$ cat src/rtl/fifo_drain_ctrl_buf.sv
// Two-slot ring buffer that holds words captured from the FIFO.
// It presents the oldest word on head until that word is popped.
module drain_buf #(
    parameter int data_width = 8
) (
    input  logic                  clk,
    input  logic                  rst,
    input  logic                  wr_en,
    input  logic [data_width-1:0] wr_data,
    input  logic                  pop,
    output logic [data_width-1:0] head,
    output logic [1:0]            count
);
    localparam int BUF_DEPTH = 2;

    logic [data_width-1:0] slots [BUF_DEPTH];
    logic                  rd_ptr_reg;
    logic                  wr_ptr_reg;
    logic [1:0]            count_reg;
    logic [1:0]            count_next;

    genvar gi;
    generate
        for (gi = 0; gi < BUF_DEPTH; gi++) begin : g_slot
            always_ff @(posedge clk or posedge rst) begin
                if (rst) begin
                    slots[gi] <= '0;
                end else if (wr_en && (wr_ptr_reg == 1'(gi))) begin
                    slots[gi] <= wr_data;
                end
            end
        end
    endgenerate

    // A simultaneous write and pop leaves the occupancy unchanged.
    assign count_next = count_reg + {1'b0, wr_en} - {1'b0, pop};

    always_ff @(posedge clk or posedge rst) begin
        if (rst) begin
            rd_ptr_reg <= 1'b0;
            wr_ptr_reg <= 1'b0;
            count_reg  <= 2'd0;
        end else begin
            assert (!(count_reg == 2'd2 && wr_en && !pop));
            if (wr_en) wr_ptr_reg <= ~wr_ptr_reg;
            if (pop)   rd_ptr_reg <= ~rd_ptr_reg;
            count_reg <= count_next;
        end
    end

    assign head  = slots[rd_ptr_reg];
    assign count = count_reg;
endmodule

$ cat src/rtl/fifo_drain_ctrl.sv
// Read-side sequencer for a registered-output FIFO.
// It turns the FIFO's one-cycle read latency into a gap-free valid/ready stream.
module fifo_drain_ctrl #(
    parameter int data_width = 8
) (
    input  logic                  clk,
    input  logic                  rst,
    input  logic                  enable,
    input  logic                  fifo_empty,
    input  logic [data_width-1:0] fifo_dout,
    output logic                  fifo_rd_en,
    output logic [data_width-1:0] data_out,
    output logic                  data_out_valid,
    input  logic                  data_out_ready,
    output logic                  busy
);
    logic       inflight_reg;
    logic       pop;
    logic [1:0] count;
    logic [2:0] committed;

    drain_buf #(.data_width(data_width)) u_buf (
        .clk     (clk),
        .rst     (rst),
        .wr_en   (inflight_reg),
        .wr_data (fifo_dout),
        .pop     (pop),
        .head    (data_out),
        .count   (count)
    );

    assign data_out_valid = (count != 2'd0);
    assign pop            = data_out_valid & data_out_ready;

    // Slots still claimed after this cycle. The same-cycle pop frees a slot
    // immediately, which keeps one word per cycle flowing under full readiness.
    assign committed  = {1'b0, count} + {2'b00, inflight_reg} - {2'b00, pop};
    assign fifo_rd_en = enable & ~fifo_empty & (committed < 3'd2);

    always_ff @(posedge clk or posedge rst) begin
        if (rst) begin
            inflight_reg <= 1'b0;
        end else begin
            inflight_reg <= fifo_rd_en;
        end
    end

    assign busy = data_out_valid | inflight_reg;
endmodule
$ cat config.mk
export PLATFORM = sky130hd
export DESIGN_NAME = fifo_drain_ctrl
export DESIGN_NICKNAME = d
export VERILOG_FILES = /design/src/rtl/fifo_drain_ctrl_buf.sv /design/src/rtl/fifo_drain_ctrl.sv
export SDC_FILE = /design/constraint.sdc
export NUM_CORES = 1
export LEC_CHECK = 0
export CORE_AREA = 3 3 63 65
export DETAILED_ROUTE_END_ITERATION = 8
export DIE_AREA = 0 0 66 68
export SLEW_MARGIN = 10
export SYNTH_ARGS = -nofsm -noshare
export SYNTH_HDL_FRONTEND = slang
export SYNTH_HIERARCHICAL = 1
export SYNTH_SLANG_ARGS = --single-unit
$ cat constraint.sdc
create_clock -name clk -period 3.8 [get_ports clk]
set_input_delay 0.76 -clock clk [delete_from_list [all_inputs] [get_ports clk]]
set_output_delay 0.76 -clock clk [all_outputs]
set_load 0.02 [all_outputs]
==> Word level (Yosys, flattened, before mapping) <==
Cells that the tools add are included.
Widths: inputs -> output; s select.
{ "op_classes": {"addsub": 4, "multipliers": 0, "div_mod_pow": 0, "magnitude_cmp": 2, "eq_ne": 0, "shift": 0, "n_mux": 3, "bitwise_logic": 8, "reduce_logical": 3} }
{ "ops": {"columns": ["op", "count"], "rows": [
  ["$mux 8", 3],
  ["$add 2x1->3", 1],
  ["$and 1x1->1", 3],
  ["$lt 3x2->1 const B", 1],
  ["$not 1->1", 3],
  ["$sub 3x1->3", 1],
  ["$add 2x1->2", 1],
  ["$ge 2x2->1 const B", 1],
  ["$logic_and 1x1->1", 2],
  ["$not 1->2", 1],
  ["$reduce_bool 2->1", 1],
  ["$sub 2x1->2", 1],
  ["$or 1x1->1", 1]
]} }
{ "word_totals": {"reg_bits": 21, "latch_bits": 0, "ramBits": 0, "mem_bits_ro": 0, "in_bits": 13, "out_inout_bits": 11, "memories": 0} }

==> Depth between registers and ports, before layout <==
{ "logic_depth": {"word_depth": 5, "mapped_depth": 7, "ltp_nobuf": 7} }

==> Cells and area by module <==
Netlist, hierarchy kept.
{ "by_module_without_submodules": {"columns": ["mod", "instances", "cells_each", "area_per_inst_um2", "seq_area_each_um2"], "rows": [
  ["drain_buf", 1, 57, 900.9, 500.5],
  ["fifo_drain_ctrl", 1, 12, 112.6, 25.0]
]} }

==> Least setup slack after synthesis <==
Ideal clock, no wire load.
{ "synth_timing": {"path_kind": "in2out", "startpoint": "in data_out_ready", "endpoint": "out fifo_rd_en", "arrival_time_ns": 2.358, "required_ns": 3.040, "setup_slack_ns": 0.682, "path_stages": 6, "n_path_buf": 0, "path_cell_list": "and2_4 ha_1 nand2b_1 fa_1 xor2_1 nor3_1"} }
{ "synth_via": {"elab_chain_cells": 4} }
{ "synth_rtl": {"columns": ["element", "line", "rtl"], "rows": [
  ["from (decl)", "fifo_drain_ctrl.sv:14", "input logic data_out_ready,"],
  ["$and 1x1->1", "fifo_drain_ctrl.sv:33", "assign pop = data_out_valid & data_out_ready;"],
  ["$sub 3x1->3", "fifo_drain_ctrl.sv:37", "assign committed = {1'b0, count} + {2'b00, inflight_reg} - {2'b00, pop};"],
  ["$lt 3x2->1", "fifo_drain_ctrl.sv:38", "assign fifo_rd_en = enable & ~fifo_empty & (committed < 3'd2);"],
  ["$and 1x1->1", "fifo_drain_ctrl.sv:38", null],
  ["to (decl)", "fifo_drain_ctrl.sv:11", "output logic fifo_rd_en,"]
]} }
Every way passes these cells.

==> Worst setup path after layout <==
{ "layout_timing": {"startpoint": "in data_out_ready", "endpoint": "out fifo_rd_en"} }
{ "layout_via": {"elab_chain_cells": 4} }
{ "layout_rtl": {"columns": ["element", "line", "rtl"], "rows": [
  ["$and 1x1->1", "fifo_drain_ctrl.sv:33", null],
  ["named net pop", "fifo_drain_ctrl.sv:18", "logic pop;"],
  ["$sub 3x1->3", "fifo_drain_ctrl.sv:37", null],
  ["$lt 3x2->1", "fifo_drain_ctrl.sv:38", null],
  ["$and 1x1->1", "fifo_drain_ctrl.sv:38", null]
]} }
The timed path passes the listed nets, and every way through them passes these cells.

==> qor.yml <==
critPathArrivalTime_ps: 2850
min_period_over_period_pct: 95.0
critPathBufInv: 2
final_common_cell: "clkdlybuf4s50_1"
port-buffer-count: 23
grt_pass1_wl_mm: 3.04
hpwl_mm: 1.29
ios: 24
fmax_mhz: 277
synth_top_area_share_pct: 51.9
fin_area_mm2: 0.00132
drv_cap: 0
die_h_um: 68
core_mm2: 0.00339
firstDrtPassIters: 2
area_growth_syn_to_layout_pct: 30.1
clk_latency_ps: 290
synth-simple-area-share_pct: 5.06
htreeDepth: 1
rsz0062_at_grt: "false"
vias_per_cell: 4.25
r2r_slack_ps: 1620
worstMarginPinSlew_ps: 743
seq_area_frac_synth_pct: 51.9
clk_pin_slew_worst_paths_ps: 110
final_nets: 113
period_minus_slack_ps: 3610
vias: 599
pre_cts_ws_ps: -130
layout.cells.most_common_list: "clkdlybuf4s50_1, dfrtp_1, mux2_2"
cts_sinks: 21
rr_endpoint: "inflight_reg"
grt_max_degree: 21
report.final.hold_viol_count: 0
slowest_stage: "clkdlybuf4s50_1"
grt_pass1_vias: 661
crit_path_start_kind: "primary input"
ys_ff_latch: 21
required_ps: 3040
antennaDiodeCount: 0
antenna_left: 0
setup_viol: 0
cts_tree: "yes"
synthCells: 69
synthXorXnorAreaFrac_pct: 4.32
slew_viol_final: 0
grt_use_total_pct: 8.97
hold_path_class: "reg2reg"
dp_cells: 137
synth_fa_ha_area_share_pct: 5.68
hold_end: "u_buf/wr_ptr_reg"
r2r-start: "u_buf/count[1]"
synth_mux_area_share_pct: 29.6
power.density_mw_per_mm2: 875
rows: 21
r2r_cells: 7
grt.overflow.total: 0
initial_utilization_pct: 29.9
maxSlewHeadroom_pct: 50.4
critPathMaxStageDelay_ps: 390
syn_area_mm2: 0.00101
crit_fanout: 2
worst_slack_ps: 189
synth_top_family_by_area: "multiplexers"
cts_hold_buf: 0
cts_buffers: 3
clockRootBuffer: "clkbuf_4"
yosys_warnings: 6
synth_area_leaders: "dfrtp_1, mux2_2, mux2_4"
worstSetupPathType: "in2out"
worstHoldPathCells: 1
routed_wirelength_mm: 1.76
cts_setup_buffers: 0
dieArea_mm2: 0.00449
antenna_found_initial: 0
synthesis.nets: 86
peakVddDrop_mv: 0.260
wl_per_cell_um: 12.5
p_leak_nw: 0.594
path_cells: "clkdlybuf4s50_1 > and2_4 > ha_1 > nand2b_1 > fa_1 > xor2_1 > nor3_1 > dlygate4sd2_1"
drive_above_1_share_pct: 33.7
fp.dieW_um: 66
timing.critical_path.max_delay_family: "buffers and inverters"
post-route-util_pct: 38.9
syn_avg_cell_area_um2: 14.7
crit_start: "data_out_ready"
cts_buffer_depth: 2
yosysTopAreaCell: "dfrtp_1"
drtIter0Drc: 8
routabilityCongestion: 0.644
cts_resized: 1
drc_errors: 0
outcome: "completed"
min_from: "u_buf/wr_ptr_reg"
hold-worst-slack_ps: 506
synth_compound_area_share_pct: 0
endpoint_kind: "primary output"
place_area_mm2: 0.00129
largest_register_ffs: 16
ys_types: 17
final.setup_skew_ps: 3.99
finalNonFillerCells: 141
==> worst max-delay path by stage <==
stage                       to  cells after the start
global placement    fifo_rd_en                      8
detailed placement  fifo_rd_en                      8
floorplan           fifo_rd_en                      6
CTS                 fifo_rd_en                      8
finish              fifo_rd_en                      8
global route        fifo_rd_en                      8
==> cells in the mapped netlist <==
| cell | number |
|---|---|
| dfrtp_1 | 21 |
| mux2_2 | 16 |
| mux2_4 | 8 |
| inv_1 | 5 |
| ha_1 | 3 |
| xor2_1 | 3 |
| nand2b_1 | 2 |
| xnor2_1 | 2 |
| and2_4 | 1 |
| buf_2 | 1 |
| buf_6 | 1 |
| fa_1 | 1 |
| nand2_1 | 1 |
| nand2_2 | 1 |
| nor3_1 | 1 |
| or2_4 | 1 |
| or3_1 | 1 |
==> power by group <==
part / switching, W / internal, W / total [W]
Combinational: 0.000246 / 0.000379 / 0.000625
Clock: 0.0000628 / 0.0000391 / 0.000102
Sequential: 0.0000890 / 0.000338 / 0.000427
Total: 0.000397 / 0.000756 / 0.00115
==> area by class of cell <==
type                            count  area [µm²]
Inverter                            5        18.8
Multi-Input combinational cell     41         453
Clock buffer                        3        22.5
Timing Repair Buffer               24         236
Clock inverter                      1        5.00
Tap cell                           46        57.6
Fill cell                         337        2070
Sequential cell                    21         526
==> through the flow <==
stage                     TNS (ps)  power [W]
after floorplan                  0   0.000839
after global placement       -48.9    0.00105
after detailed placement      -130    0.00106
after CTS                        0    0.00117
after global routing             0    0.00124
final                            0    0.00115
==> cell families after synthesis <==
logic type | after synthesis
flops | 21
buf+inv | 7
simple gates | 8
mux | 24
xor+xnor | 5
fa+ha+maj | 4
==> layer usage <==
metal  wire [µm]  global-route usage [%]  vias up  share of wire, %
li1            -                       -      286                 -
met1         835                    11.3      295                47
met2         814                    15.3       18                46
met3         111                    2.46        0               6.3
met4           0                    2.28        0                 0
met5           0                       0        -                 0
Power figures use the tool's default switching activity.
